## src/rtl/clint_timer_array.sv

```systemverilog
// Multi-hart CLINT timer/IPI block: shared prescaled 64-bit mtime, per-hart mtimecmp/msip,
// byte-strobed MMIO access with a one-outstanding request/response handshake.
module clint_timer_array #(
  parameter int unsigned ADDR_WIDTH = 64,
  parameter int unsigned NUM_HARTS  = 2,
  parameter int unsigned PRESCALE   = 1
) (
  input  logic                  clk,
  input  logic                  rstn,
  input  logic                  req_valid,
  output logic                  req_ready,
  input  logic                  req_we,
  input  logic [ADDR_WIDTH-1:0] req_addr,
  input  logic [63:0]           req_wdata,
  input  logic [7:0]            req_wstrb,
  output logic                  resp_valid,
  input  logic                  resp_ready,
  output logic [63:0]           resp_rdata,
  output logic                  resp_err,
  output logic [NUM_HARTS-1:0]  mtip,
  output logic [NUM_HARTS-1:0]  msip,
  output logic [63:0]           cosim_mtime
);

  typedef enum logic {IDLE, RESP} state_t;

  state_t      state;
  logic [63:0] mtime;
  logic [63:0] mtimecmp [NUM_HARTS];
  logic [31:0] presc_cnt;

  logic        tick;
  logic [63:0] mtime_inc;
  logic [15:0] offset;
  logic [3:0]  idx;
  logic        aligned;
  logic        hit_msip;
  logic        hit_cmp;
  logic        hit_mtime;
  logic        dec_err;
  logic [63:0] rd_val;
  logic [63:0] wmask;
  logic        accept;
  logic        do_write;
  logic        unused_addr_hi;

  if (ADDR_WIDTH > 16) begin : g_addr_hi
    assign unused_addr_hi = ^req_addr[ADDR_WIDTH-1:16];
  end else begin : g_no_addr_hi
    assign unused_addr_hi = 1'b0;
  end

  assign cosim_mtime = mtime;

  always_comb begin
    offset    = req_addr[15:0];
    idx       = offset[6:3];
    aligned   = (offset[2:0] == 3'd0);
    tick      = (presc_cnt == PRESCALE - 1);
    mtime_inc = tick ? mtime + 64'd1 : mtime;
    hit_msip  = 1'b0;
    hit_cmp   = 1'b0;
    rd_val    = '0;
    // Hart select by compare rather than array index keeps idx >= NUM_HARTS unmapped.
    for (int unsigned h = 0; h < NUM_HARTS; h++) begin
      if (aligned && idx == 4'(h)) begin
        if (offset[15:7] == 9'h000) begin
          hit_msip = 1'b1;
          rd_val   = {63'd0, msip[h]};
        end
        if (offset[15:7] == 9'h080) begin
          hit_cmp = 1'b1;
          rd_val  = mtimecmp[h];
        end
      end
    end
    hit_mtime = (offset == 16'hBFF8);
    if (hit_mtime) rd_val = mtime;
    dec_err = !(hit_msip || hit_cmp || hit_mtime);
    for (int unsigned i = 0; i < 8; i++) wmask[8*i +: 8] = {8{req_wstrb[i]}};
    accept   = (state == IDLE) && req_valid;
    do_write = accept && req_we && !dec_err;
  end

  always_ff @(posedge clk) begin
    if (!rstn) begin
      state      <= IDLE;
      presc_cnt  <= '0;
      mtime      <= '0;
      mtip       <= '0;
      msip       <= '0;
      req_ready  <= 1'b1;
      resp_valid <= 1'b0;
      resp_rdata <= '0;
      resp_err   <= 1'b0;
      for (int unsigned h = 0; h < NUM_HARTS; h++) mtimecmp[h] <= '1;
    end else begin
      presc_cnt <= tick ? '0 : presc_cnt + 32'd1;
      // Unwritten mtime bytes still advance on a tick coinciding with the write.
      if (do_write && hit_mtime) mtime <= (mtime_inc & ~wmask) | (req_wdata & wmask);
      else                       mtime <= mtime_inc;
      for (int unsigned h = 0; h < NUM_HARTS; h++) begin
        mtip[h] <= (mtime >= mtimecmp[h]);
        if (do_write && hit_cmp && idx == 4'(h))
          mtimecmp[h] <= (mtimecmp[h] & ~wmask) | (req_wdata & wmask);
        if (do_write && hit_msip && idx == 4'(h) && req_wstrb[0])
          msip[h] <= req_wdata[0];
      end
      case (state)
        IDLE: begin
          if (accept) begin
            state      <= RESP;
            req_ready  <= 1'b0;
            resp_valid <= 1'b1;
            resp_rdata <= (req_we || dec_err) ? '0 : rd_val;
            resp_err   <= dec_err;
          end
        end
        RESP: begin
          if (resp_ready) begin
            state      <= IDLE;
            req_ready  <= 1'b1;
            resp_valid <= 1'b0;
          end
        end
        default: state <= IDLE;
      endcase
    end
  end

endmodule

```

## config.mk

```make
export PLATFORM = sky130hd
export DESIGN_NAME = clint_timer_array
export DESIGN_NICKNAME = d
export VERILOG_FILES = /design/src/rtl/clint_timer_array.sv
export SDC_FILE = /design/constraint.sdc
export NUM_CORES = 1
export LEC_CHECK = 0
export CORE_MARGIN = 3
export CORE_UTILIZATION = 45
export CTS_CLUSTER_DIAMETER = 150
export DETAILED_ROUTE_END_ITERATION = 6
export GPL_TIMING_DRIVEN = 0
export PLACE_DENSITY_LB_ADDON = 0.2
export SKIP_LAST_GASP = 1
export SLEW_MARGIN = 20
export SYNTH_ARGS = -nofsm -noshare
export SYNTH_HDL_FRONTEND = slang
export SYNTH_SLANG_ARGS = --single-unit
```

## constraint.sdc

```tcl
create_clock -name clk -period 9.6 [get_ports clk]
set_clock_uncertainty 0.2 [all_clocks]
set_input_delay 1.92 -clock clk [delete_from_list [all_inputs] [get_ports clk]]
set_output_delay 1.92 -clock clk [all_outputs]
set_load 0.02 [all_outputs]
```

==> impl_metrics.env <==
export IMPL_setup_ws_ps=4260
export IMPL_cp_data_arrival_time_ps=5400
export IMPL_gp_congestion=0.926
export IMPL_hold_viol=0
export IMPL_overflow=0
export IMPL_finalSetupViolCount=0
export IMPL_yosysUniqueCellTypes=54
export IMPL_grt_pass1_vias=15077
export IMPL_clock_fmax_ghz=0.187
export IMPL_intPower_mw=2.11
export IMPL_synth_edf_count=128
export IMPL_cts_root_buf="clkbuf_16"
export IMPL_die_x_microns=197
export IMPL_rr_startpoint="presc_cnt[0]"
export IMPL_pre_cts_ws_ps=3880
export IMPL_clk_latency_ps=530
export IMPL_crit_buf_inv=2
export IMPL_yosysSeqAreaShare_pct=43.9
export IMPL_synth_area_sq_um=16400
export IMPL_rr_worst_depth=9
export IMPL_core_area_sq_um=35700
export IMPL_ctsResizeCount=0
export IMPL_path_cells="clkdlybuf4s50_1, nor3_1, and4_1, nand2_1, nor2_1, nand3_1, clkbuf_1, a21oi_1, o21ai_0"
export IMPL_yosysWarnings=0
export IMPL_dpl_hpwl_microns=42800
export IMPL_min_period_ps=5340
export IMPL_wl_microns=56800
export IMPL_synthArstFlopShare_pct=0
export IMPL_status="complete, no violations"
export IMPL_cp_required_ps=9650
export IMPL_hold_path_class="flip-flop to flip-flop"
export IMPL_dpl_cell_area_sq_um=19400
export IMPL_switching_share_pct=23.5
export IMPL_slowest_delay_ps=850
export IMPL_routed_via_density=6.00
export IMPL_grt_max_degree=17
export IMPL_layout_common_cells="219 x clkdlybuf4s50_1, 207 x nor2_1, 180 x o21ai_0"
export IMPL_antenna_found_initial=2
export IMPL_cap_viol_max_count=0
export IMPL_synth_fp_nets=2108
export IMPL_slew_headroom_pct=29.8
export IMPL_avgSynthCellArea_sq_um=8.95
export IMPL_tightest_slew_ps=1050
export IMPL_critPathLaunchType="input pin"
export IMPL_drv_slew=0
export IMPL_start_util_pct=46.0
export IMPL_die_area_sq_um=38800
export IMPL_path_delay_family="simple AND/OR/NAND/NOR gates"
export IMPL_rsz0062_at_grt="false"
export IMPL_clkPwrFrac_pct=46.6
export IMPL_p_switching_uw=647
export IMPL_power_share_combinational_pct=5.6
export IMPL_fin_area_sq_um=20500
export IMPL_ir_worst_vdd_v=0.000110
export IMPL_nNetsFinal=2372
export IMPL_crit_slowest_cell="nor3_1"
export IMPL_hold_depth=2
export IMPL_rows=69
export IMPL_p_leak_nw=8.43
export IMPL_die_y_microns=197
export IMPL_clk_path_buf_depth=3
export IMPL_final_common_cell="clkdlybuf4s50_1"
export IMPL_power_frac_seq_pct=47.8
export IMPL_crit_path_end_kind="flip-flop"
export IMPL_reg2reg_slack_ps=5970
export IMPL_drt_first_pass_iters=6
export IMPL_cp_max_fo=10
export IMPL_clkTransAtPathRegs_ps=60
export IMPL_hold_end="resp_rdata[41]"
export IMPL_final_cells=2587
export IMPL_cts_hold_buffers=0
export IMPL_post_route_period_util_pct=55.7
export IMPL_synthFlopType="dfxtp_1"
export IMPL_dp_cells=2524
export IMPL_power_density_nw_per_um2=134
export IMPL_worst_setup_path_type="input pin to flip-flop"
export IMPL_cts_tree="yes"
export IMPL_route_detailed_drc=0
export IMPL_r2r_end="cosim_mtime[58]"
export IMPL_grt_pass1_wl_microns=86500
export IMPL_antenna_left=0
export IMPL_cts_sinks=296
export IMPL_port_buffers=219
export IMPL_grtUsageTotal_pct=28.4
export IMPL_layout_drive_gt1_share_pct=4.47
export IMPL_hp_start="resp_rdata[41]"
export IMPL_area_delta_synth_final_pct=25.1
export IMPL_vias=15533
export IMPL_cts_made_buffers=35
export IMPL_wl_per_cell_microns=21.9
export IMPL_pin_count=276
export IMPL_synth_seq_cells=296
export IMPL_cts_setup_buffers=0
export IMPL_syn_inst=1836
export IMPL_finalSetupTns_ps=0
export IMPL_drtIter0Drc=1586
export IMPL_htreeDepth=2
==> Yosys cell counts (3+ instances only) <==
library cell / instances / area (sq um)
o22ai_1: 63 / 394
o21a_1: 3 / 22.5
nor4_1: 69 / 432
edfxtp_1: 128 / 3840
nand2b_1: 6 / 37.5
o21ai_0: 182 / 911
xor2_1: 53 / 464
and3_1: 19 / 119
and2_1: 4 / 25.0
buf_2: 11 / 55.1
a2111oi_0: 8 / 70.1
nand2_1: 81 / 304
o221ai_1: 3 / 26.3
clkbuf_1: 85 / 319
a21o_1: 17 / 128
nor3_1: 24 / 120
buf_1: 3 / 11.3
a211oi_1: 27 / 203
a2111oi_2: 8 / 120
mux2i_1: 4 / 40.0
a221oi_1: 4 / 35.0
inv_1: 145 / 544
dfxtp_1: 168 / 3360
ha_1: 131 / 1640
nor4_4: 3 / 63.8
nand3_1: 42 / 210
or3_1: 6 / 37.5
xnor2_1: 39 / 342
and4_1: 15 / 131
nor4_2: 4 / 50.1
nor2_1: 208 / 781
a22o_1: 16 / 140
a21oi_1: 179 / 896
o211ai_1: 5 / 37.5
nand4_1: 48 / 300
nor2b_1: 3 / 18.8
==> tightest hold or removal path, cell delays in order (launching register included) <==
cell,delay (ps)
dfxtp_1,330
a21oi_1,60
nor2_1,70
==> power groups by stage <==
stage	Combinational, mW	Clock, mW	Sequential (mW)
after global placement	0.140	0	1.35
after detailed placement	0.153	0	1.34
after floorplan	0.0507	0	1.35
after global routing	0.163	1.35	1.32
after CTS	0.154	1.30	1.32
final	0.156	1.28	1.32
==> cell type report <==
type / count / area [sq um]
Multi-Input combinational cell: 1293 / 8290
Buffer: 101 / 408
Clock inverter: 10 / 70.1
Clock buffer: 52 / 1020
Sequential cell: 296 / 7210
Inverter: 146 / 548
Tap cell: 461 / 577
Antenna cell: 1 / 2.50
Fill cell: 3252 / 15200
Timing Repair Buffer: 227 / 2410
==> sequential cells by signal (all words and copies together) (netlist names) <==
signal	flops
resp_rdata	64
state	1
mtimecmp	128
req_ready	1
presc_cnt	32
resp_valid	1
cosim_mtime	64
mtip	2
msip	2
resp_err	1
==> routing by layer <==
layer	global-route usage, %	routed length (microns)	up-vias
met4	9.69	1890	2
met1	38.5	23800	7419
met5	0	17	-
li1	-	-	7230
met3	5.27	5300	121
met2	45.9	25800	761
==> cells by family after synthesis <==
group	count (synthesis)	synth area share, %
fa+ha+maj	131	9.98
xor+xnor	92	4.91
flops	296	43.9
mux	4	0.244
simple gates	542	16.6
compound gates	524	18.6
buf+inv	247	5.82
==> worst max-delay path by stage <==
stage	start	to	slack [ps]	depth (start not counted)
global placement	req_addr[4]	mtimecmp[0][75]	-3270	5
global route	req_addr[4]	mtimecmp[0][34]	4220	9
CTS	req_addr[4]	mtimecmp[0][36]	4420	9
detailed placement	req_addr[4]	mtimecmp[0][22]	3880	9
floorplan	req_addr[4]	mtimecmp[0][0]	1540	4
finish	req_addr[4]	mtimecmp[0][79]	4260	9
==> metrics by stage <==
| stage | power, mW | hold WS [ps] | util (%) |
|---|---|---|---|
| floorplan | 1.40 | 230 | - |
| global placement | 1.49 | 243 | 53.7 |
| detailed placement | 1.50 | 267 | 54.4 |
| CTS | 2.77 | 280 | 57.4 |
| global route | 2.83 | 320 | 57.5 |
| finish | 2.76 | 287 | 57.5 |
Note: power is estimated with default switching activity, not from simulation.
